File: config.mk
export PLATFORM = sky130hd
export DESIGN_NAME = operand_fetch_stage
export DESIGN_NICKNAME = d
export VERILOG_FILES = /design/src/rtl/operand_fetch_stage.sv
export SDC_FILE = /design/constraint.sdc
export NUM_CORES = 1
export LEC_CHECK = 0
export CAP_MARGIN = 20
export CORE_ASPECT_RATIO = 0.7
export CORE_UTILIZATION = 48
export CTS_CLUSTER_SIZE = 12
export DETAILED_ROUTE_END_ITERATION = 10
export PLACE_DENSITY = 0.88
export RECOVER_POWER = 100
export SETUP_SLACK_MARGIN = 0.5
export SKIP_CTS_REPAIR_TIMING = 1
export SLEW_MARGIN = 30
export SYNTH_ARGS = -nofsm -noshare
export SYNTH_HDL_FRONTEND = slang
export SYNTH_SLANG_ARGS = --single-unit
File: constraint.sdc
create_clock -name clk -period 11.35 [get_ports clk]
set_input_delay 3.405 -clock clk [delete_from_list [all_inputs] [get_ports clk]]
set_output_delay 3.405 -clock clk [all_outputs]
set_load 0.005 [all_outputs]
File: src/rtl/operand_fetch_stage.sv
// ---------------------------------------------------------------------------
// operand_fetch_stage
//
// Purpose:
//   Decode -> execute pipeline stage that sits beside the register file.
//   It drives both register-file read addresses straight from decode and
//   captures the selected operands in a valid/ready output register.
//
//   A per-register scoreboard (busy) tracks writers that have been issued
//   but have not yet written back. Decode stalls on these hazards:
//     - RAW: a source operand is still being produced.
//     - WAW: the destination already has a writer in flight.
//
//   Register-file writes land one clock after the writeback strobe. Because
//   of that, a writeback in the same cycle as the read can be forwarded
//   directly from wb_data.
//
// Configuration:
//   OPFETCH_WB_BYPASS_EN
//     Defined:   same-cycle writeback data is forwarded into the operands.
//     Undefined: no forwarding. A dependent instruction waits one more
//                cycle and then reads the updated register file. Operand
//                values are the same either way; only timing differs.
//
// Parameters:
//   XLEN      datapath width, must equal the register-file data width
//   NUM_REGS  number of architectural registers; x0 always reads as zero
//
// Ports:
//   clk, rst_n                     clock (rising edge), async active-low reset
//   id_valid / id_ready            decode handshake
//   id_rs1, id_rs2, id_rd          decode register fields
//   id_rd_we, id_pc                decode write enable and PC
//   rf_src_addr_1/2                register-file read addresses (= id_rs1/2)
//   rf_src_data_1/2                register-file read data (combinational)
//   wb_valid, wb_rd, wb_data       writeback port (wb_valid is also the RF write enable)
//   flush                          kill the instruction held in the output register
//   ex_valid / ex_ready            execute handshake
//   ex_rs1_data, ex_rs2_data       captured operands
//   ex_rd, ex_rd_we, ex_pc         captured destination, write enable and PC
// ---------------------------------------------------------------------------
module operand_fetch_stage #(
  parameter  int XLEN     = 32,
  parameter  int NUM_REGS = 32,
  localparam int AW       = $clog2(NUM_REGS)
) (
  input  logic            clk,
  input  logic            rst_n,

  input  logic            id_valid,
  output logic            id_ready,
  input  logic [AW-1:0]   id_rs1,
  input  logic [AW-1:0]   id_rs2,
  input  logic [AW-1:0]   id_rd,
  input  logic            id_rd_we,
  input  logic [XLEN-1:0] id_pc,

  output logic [AW-1:0]   rf_src_addr_1,
  output logic [AW-1:0]   rf_src_addr_2,
  input  logic [XLEN-1:0] rf_src_data_1,
  input  logic [XLEN-1:0] rf_src_data_2,

  input  logic            wb_valid,
  input  logic [AW-1:0]   wb_rd,
  input  logic [XLEN-1:0] wb_data,

  input  logic            flush,

  output logic            ex_valid,
  input  logic            ex_ready,
  output logic [XLEN-1:0] ex_rs1_data,
  output logic [XLEN-1:0] ex_rs2_data,
  output logic [AW-1:0]   ex_rd,
  output logic            ex_rd_we,
  output logic [XLEN-1:0] ex_pc
);

  // Scoreboard state: busy[r] is set while a writer of r is in flight.
  logic [NUM_REGS-1:0] busy;
  logic [NUM_REGS-1:0] busy_next;

  // Hazard and handshake terms.
  logic            fwd1;
  logic            fwd2;
  logic            raw1;
  logic            raw2;
  logic            waw;
  logic            wb_hits_rd;
  logic            stage_free;
  logic            accept;
  logic [XLEN-1:0] op1;
  logic [XLEN-1:0] op2;

  // The register file is read directly from the decode fields, so the read
  // data arrives in the same cycle as the instruction.
  assign rf_src_addr_1 = id_rs1;
  assign rf_src_addr_2 = id_rs2;

  // Forwarding matches a writeback in the current cycle to a source
  // register. x0 is never forwarded, because it is hardwired to zero.
  // Without the bypass, a matching writeback cannot satisfy the read this
  // cycle. The RAW check below then stalls until the write has landed.
`ifdef OPFETCH_WB_BYPASS_EN
  assign fwd1 = wb_valid && (wb_rd == id_rs1) && (id_rs1 != '0);
  assign fwd2 = wb_valid && (wb_rd == id_rs2) && (id_rs2 != '0);
`else
  assign fwd1 = 1'b0;
  assign fwd2 = 1'b0;
`endif

  // RAW: a source is still being produced and cannot be forwarded.
  assign raw1 = (id_rs1 != '0) && busy[id_rs1] && !fwd1;
  assign raw2 = (id_rs2 != '0) && busy[id_rs2] && !fwd2;

  // WAW: allow at most one writer in flight per register. A writeback to the
  // same register in this cycle frees the slot. This does not depend on the
  // bypass, because no data moves.
  assign wb_hits_rd = wb_valid && (wb_rd == id_rd);
  assign waw        = id_rd_we && (id_rd != '0) && busy[id_rd] && !wb_hits_rd;

  // The output register can take a new instruction when it is empty or is
  // being drained this cycle. id_ready deliberately ignores id_valid.
  assign stage_free = !ex_valid || ex_ready;
  assign id_ready   = !flush && !raw1 && !raw2 && !waw && stage_free;
  assign accept     = id_valid && id_ready;

  // Operand select: x0 reads as zero, then forwarded writeback data, then
  // the register-file read data.
  assign op1 = (id_rs1 == '0) ? '0 : (fwd1 ? wb_data : rf_src_data_1);
  assign op2 = (id_rs2 == '0) ? '0 : (fwd2 ? wb_data : rf_src_data_2);

  // Next-state computation for the scoreboard.
  // For each register, the updates are applied in this order:
  //   1. A writeback clears the bit.
  //   2. Flushing a writer in the output register clears the bit.
  //   3. Accepting a new writer sets the bit.
  // Because the set is applied last, it wins over a clear in the same cycle.
  // That matters when a WAW stall is released by the writeback it waited
  // for. x0 is never tracked.
  always_comb begin
    busy_next    = busy;
    busy_next[0] = 1'b0;
    for (int r = 1; r < NUM_REGS; r++) begin
      if (wb_valid && (wb_rd == AW'(r))) begin
        busy_next[r] = 1'b0;
      end
      if (flush && ex_valid && ex_rd_we && (ex_rd == AW'(r))) begin
        busy_next[r] = 1'b0;
      end
      if (accept && id_rd_we && (id_rd == AW'(r))) begin
        busy_next[r] = 1'b1;
      end
    end
  end

  // Scoreboard register. It clears immediately on reset, with no clock edge.
  always_ff @(posedge clk or negedge rst_n) begin
    if (!rst_n) begin
      busy <= '0;
    end else begin
      busy <= busy_next;
    end
  end

  // Output register.
  //   - A flush empties it.
  //   - An accepted instruction loads it.
  //   - A consume with nothing new empties it.
  // The payload loads only on accept, so while execute is stalled every ex_*
  // output holds stable. accept already excludes flush, so flush never
  // competes with a load.
  always_ff @(posedge clk or negedge rst_n) begin
    if (!rst_n) begin
      ex_valid    <= 1'b0;
      ex_rs1_data <= '0;
      ex_rs2_data <= '0;
      ex_rd       <= '0;
      ex_rd_we    <= 1'b0;
      ex_pc       <= '0;
    end else begin
      if (flush) begin
        ex_valid <= 1'b0;
      end else if (accept) begin
        ex_valid <= 1'b1;
      end else if (ex_ready) begin
        ex_valid <= 1'b0;
      end

      if (accept) begin
        ex_rs1_data <= op1;
        ex_rs2_data <= op2;
        ex_rd       <= id_rd;
        ex_rd_we    <= id_rd_we;
        ex_pc       <= id_pc;
      end
    end
  end

endmodule

==> flow_metrics.tcl <==
set metrics [dict create \
    numCtsBuffers 17 \
    hold_viol_final 0 \
    regArea_um2 3350 \
    synthFlopType "dfrtp_1" \
    worst_setup_path_start_kind "input port" \
    cts.htree.levels 4 \
    drt_iter0_drc 604 \
    num_antenna_cells 0 \
    cts_root_buffer "clkbuf_16" \
    synthMuxAreaShare_pct 22.8 \
    wl_per_cell_um 19.1 \
    clk_pin_slew_ns 0.06 \
    synthCells 654 \
    setup_viol 0 \
    core_area_um2 14200 \
    utilization_pct 69.6 \
    min_period_ns 10.16 \
    place_hpwl_mm 14.6 \
    drt-met1-wl_mm 8.29 \
    layout_worst_path_cycle_share_pct 89.5 \
    synth_compound_area_share_pct 10.1 \
    rows 36 \
    firstDrtPassIters 5 \
    timing.fmax_ghz 0.0985 \
    relSlewSlack_pct -178 \
    holdCritStartpoint "ex_pc[16]$_DFFE_PN0N_" \
    antenna_found_initial 0 \
    crit_path_end_kind "output pin" \
    status "complete, but fails checks" \
    ios 269 \
    async_flop_share_pct 100 \
    worstSetupPathType "in -> out" \
    ys_seq_elements 134 \
    clock_sinks 134 \
    syn_area_per_cell_um2 10.9 \
    max-cap-violations 3 \
    die_h_um 104 \
    synthToLayoutAreaGrowth_pct 38.6 \
    die_area_um2 15300 \
    grt_max_degree 132 \
    route.met3.wl_mm 2.51 \
    nNetsFinal 1015 \
    n_fill_cell 1096 \
    yosys_warnings 0 \
    multi_input_area_um2 3110 \
    synthAdderAreaFrac_pct 0 \
    p_leak_nw 4.37 \
    drc 0 \
    grt-ovfl-total 0 \
    hold_class "reg -> reg" \
    seq_area_frac_synth_pct 47.1 \
    worstMarginPinSlew_ns 4.16 \
    synth.net_count 809 \
    required_ns 7.95 \
    dieWidth_um 148 \
    drt-vias-per-instance 5.62 \
    top_layer "met4" \
    syn_area_um2 7120 \
    arrival_ns 6.75 \
    critical_path.startpoint "id_rd[0]" \
    initial_core_util_pct 50.2 \
    synth_simple_gate_area_share_pct 10.1 \
    worstReg2RegStart "busy[11]$_DFFE_PN0P_" \
    synth_top_family_by_area "multiplexers" \
    clk_path_buf_depth 2 \
    cts_tree "built" \
    maxSlewViolCount 269 \
    track_usage_pct 27.2 \
    wl_met2_mm 9.28 \
    worstPathMaxFanout 16 \
    violations "max-capacitance violations, max-slew violations" \
    gp_congestion 0.995 \
    grt_pass1_vias 6145 \
    fin_skew_ns 0.0147 \
    port_buffers 236 \
    wl_mm 20.3 \
    layout-drive-gt1-share_pct 12.0 \
    vias 5975 \
    grt_pass1_wl_mm 32.2 \
    synth_xor_area_share_pct 0.615 \
    setup_tns_ns 0 \
    rsz0062_at_grt "false" \
    p_per_area_nw_per_um2 168 \
    drt.antenna.violating_nets 0 \
    synth-edff-count 0 \
    ir_worst_vdd_mv 0.114 \
    clk_latency_ns 0.41 \
    worst_hold_slack_ns 0.500 \
    ys_types 53 \
]
-- per-stage QoR --
stage	cells	setup WS (ns)	power, mW	instance area [um^2]
after floorplan	654	3.00	0.862	7120
after global placement	1031	1.39	1.16	9330
after detailed placement	1031	1.35	1.18	9340
after CTS	1063	1.37	1.70	9900
after global routing	1063	1.04	1.74	9870
final	1063	1.19	1.65	9870
-- worst paths after layout --
check / end / slack [ns] / cells after the start
worst max-delay path: id_ready / 1.19 / 7
worst min-delay path: ex_pc[16]$_DFFE_PN0N_ / 0.50 / 1
worst max register to register: ex_rs1_data[22]$_DFFE_PN0N_ / 5.84 / 7
worst min register to register: ex_pc[16]$_DFFE_PN0N_ / 0.50 / 1
max in group asynchronous: ex_rs2_data[8]$_DFFE_PN0N_ / 2.61 / 2
min in group asynchronous: ex_pc[31]$_DFFE_PN0N_ / 4.44 / 1
-- worst max-delay path: stages --
cell,delay (ns)
dlygate4sd3_1,1.12
mux4_2,0.59
a2111oi_0,0.45
a221o_1,0.26
nand4_1,0.21
nor2_1,0.14
dlygate4sd3_1,0.58
-- synthesized netlist by cell type (all sizes together), types with 5 or more instances --
cell	number	area, um^2
nor2	14	52.6
nand4	5	31.3
inv	67	251
clkbuf	13	50.0
mux4	14	315
nand3	8	40.0
xnor2	5	43.8
nor3b	5	48.8
mux2i	82	821
a31oi	12	75.1
o21ai	29	145
buf	37	357
nor2b	13	81.3
mux2	43	484
nor3	6	30.0
dfrtp	134	3350
a21oi	21	105
a31o	25	219
nand2	83	312
-- layer usage --
metal	vias up	GRT usage, %
li1	2685	-
met1	2908	35.5
met2	349	42.7
met3	33	10.3
met4	0	6.92
met5	-	0
-- cells by family after synthesis --
| family | Yosys count |
|---|---|
| simple gates | 151 |
| mux | 139 |
| flops | 134 |
| buf+inv | 118 |
| compound gates | 107 |
| xor+xnor | 5 |
-- placed cells by master (no fill, tap or decap), types with 17 or more instances in the layout --
cell type / instances
mux2i_1: 82
dfrtp_1: 134
o21ai_0: 29
clkdlybuf4s50_1: 120
mux2_2: 43
dlygate4sd3_1: 115
clkbuf_16: 17
nand2_1: 82
inv_1: 67
a21oi_1: 21
-- final cells by class --
class,instances,share of cell area [%]
clock inverters,13,1.27
inverters,67,2.55
clock buffers,19,4.39
flip-flops and latches,134,34.0
multi-input cells,402,31.5
repair buffers,238,24.0
well taps,190,2.41
-- state kept, by name (all words and copies together), names as in the netlist --
register	cells
ex_rs2_data	32
ex_valid	1
ex_rd	5
ex_rd_we	1
ex_rs1_data	32
ex_pc	32
busy	31
-- report_power, final --
| group | internal [mW] | leakage [nW] | switching [mW] | total (mW) |
|---|---|---|---|---|
| sequential | 0.591 | 1.63 | 0.0783 | 0.669 |
| combinational | 0.280 | 2.50 | 0.185 | 0.464 |
| clock | 0.304 | 0.245 | 0.217 | 0.521 |
| total | 1.17 | 4.37 | 0.480 | 1.65 |
(Power assumes the default switching activity.)
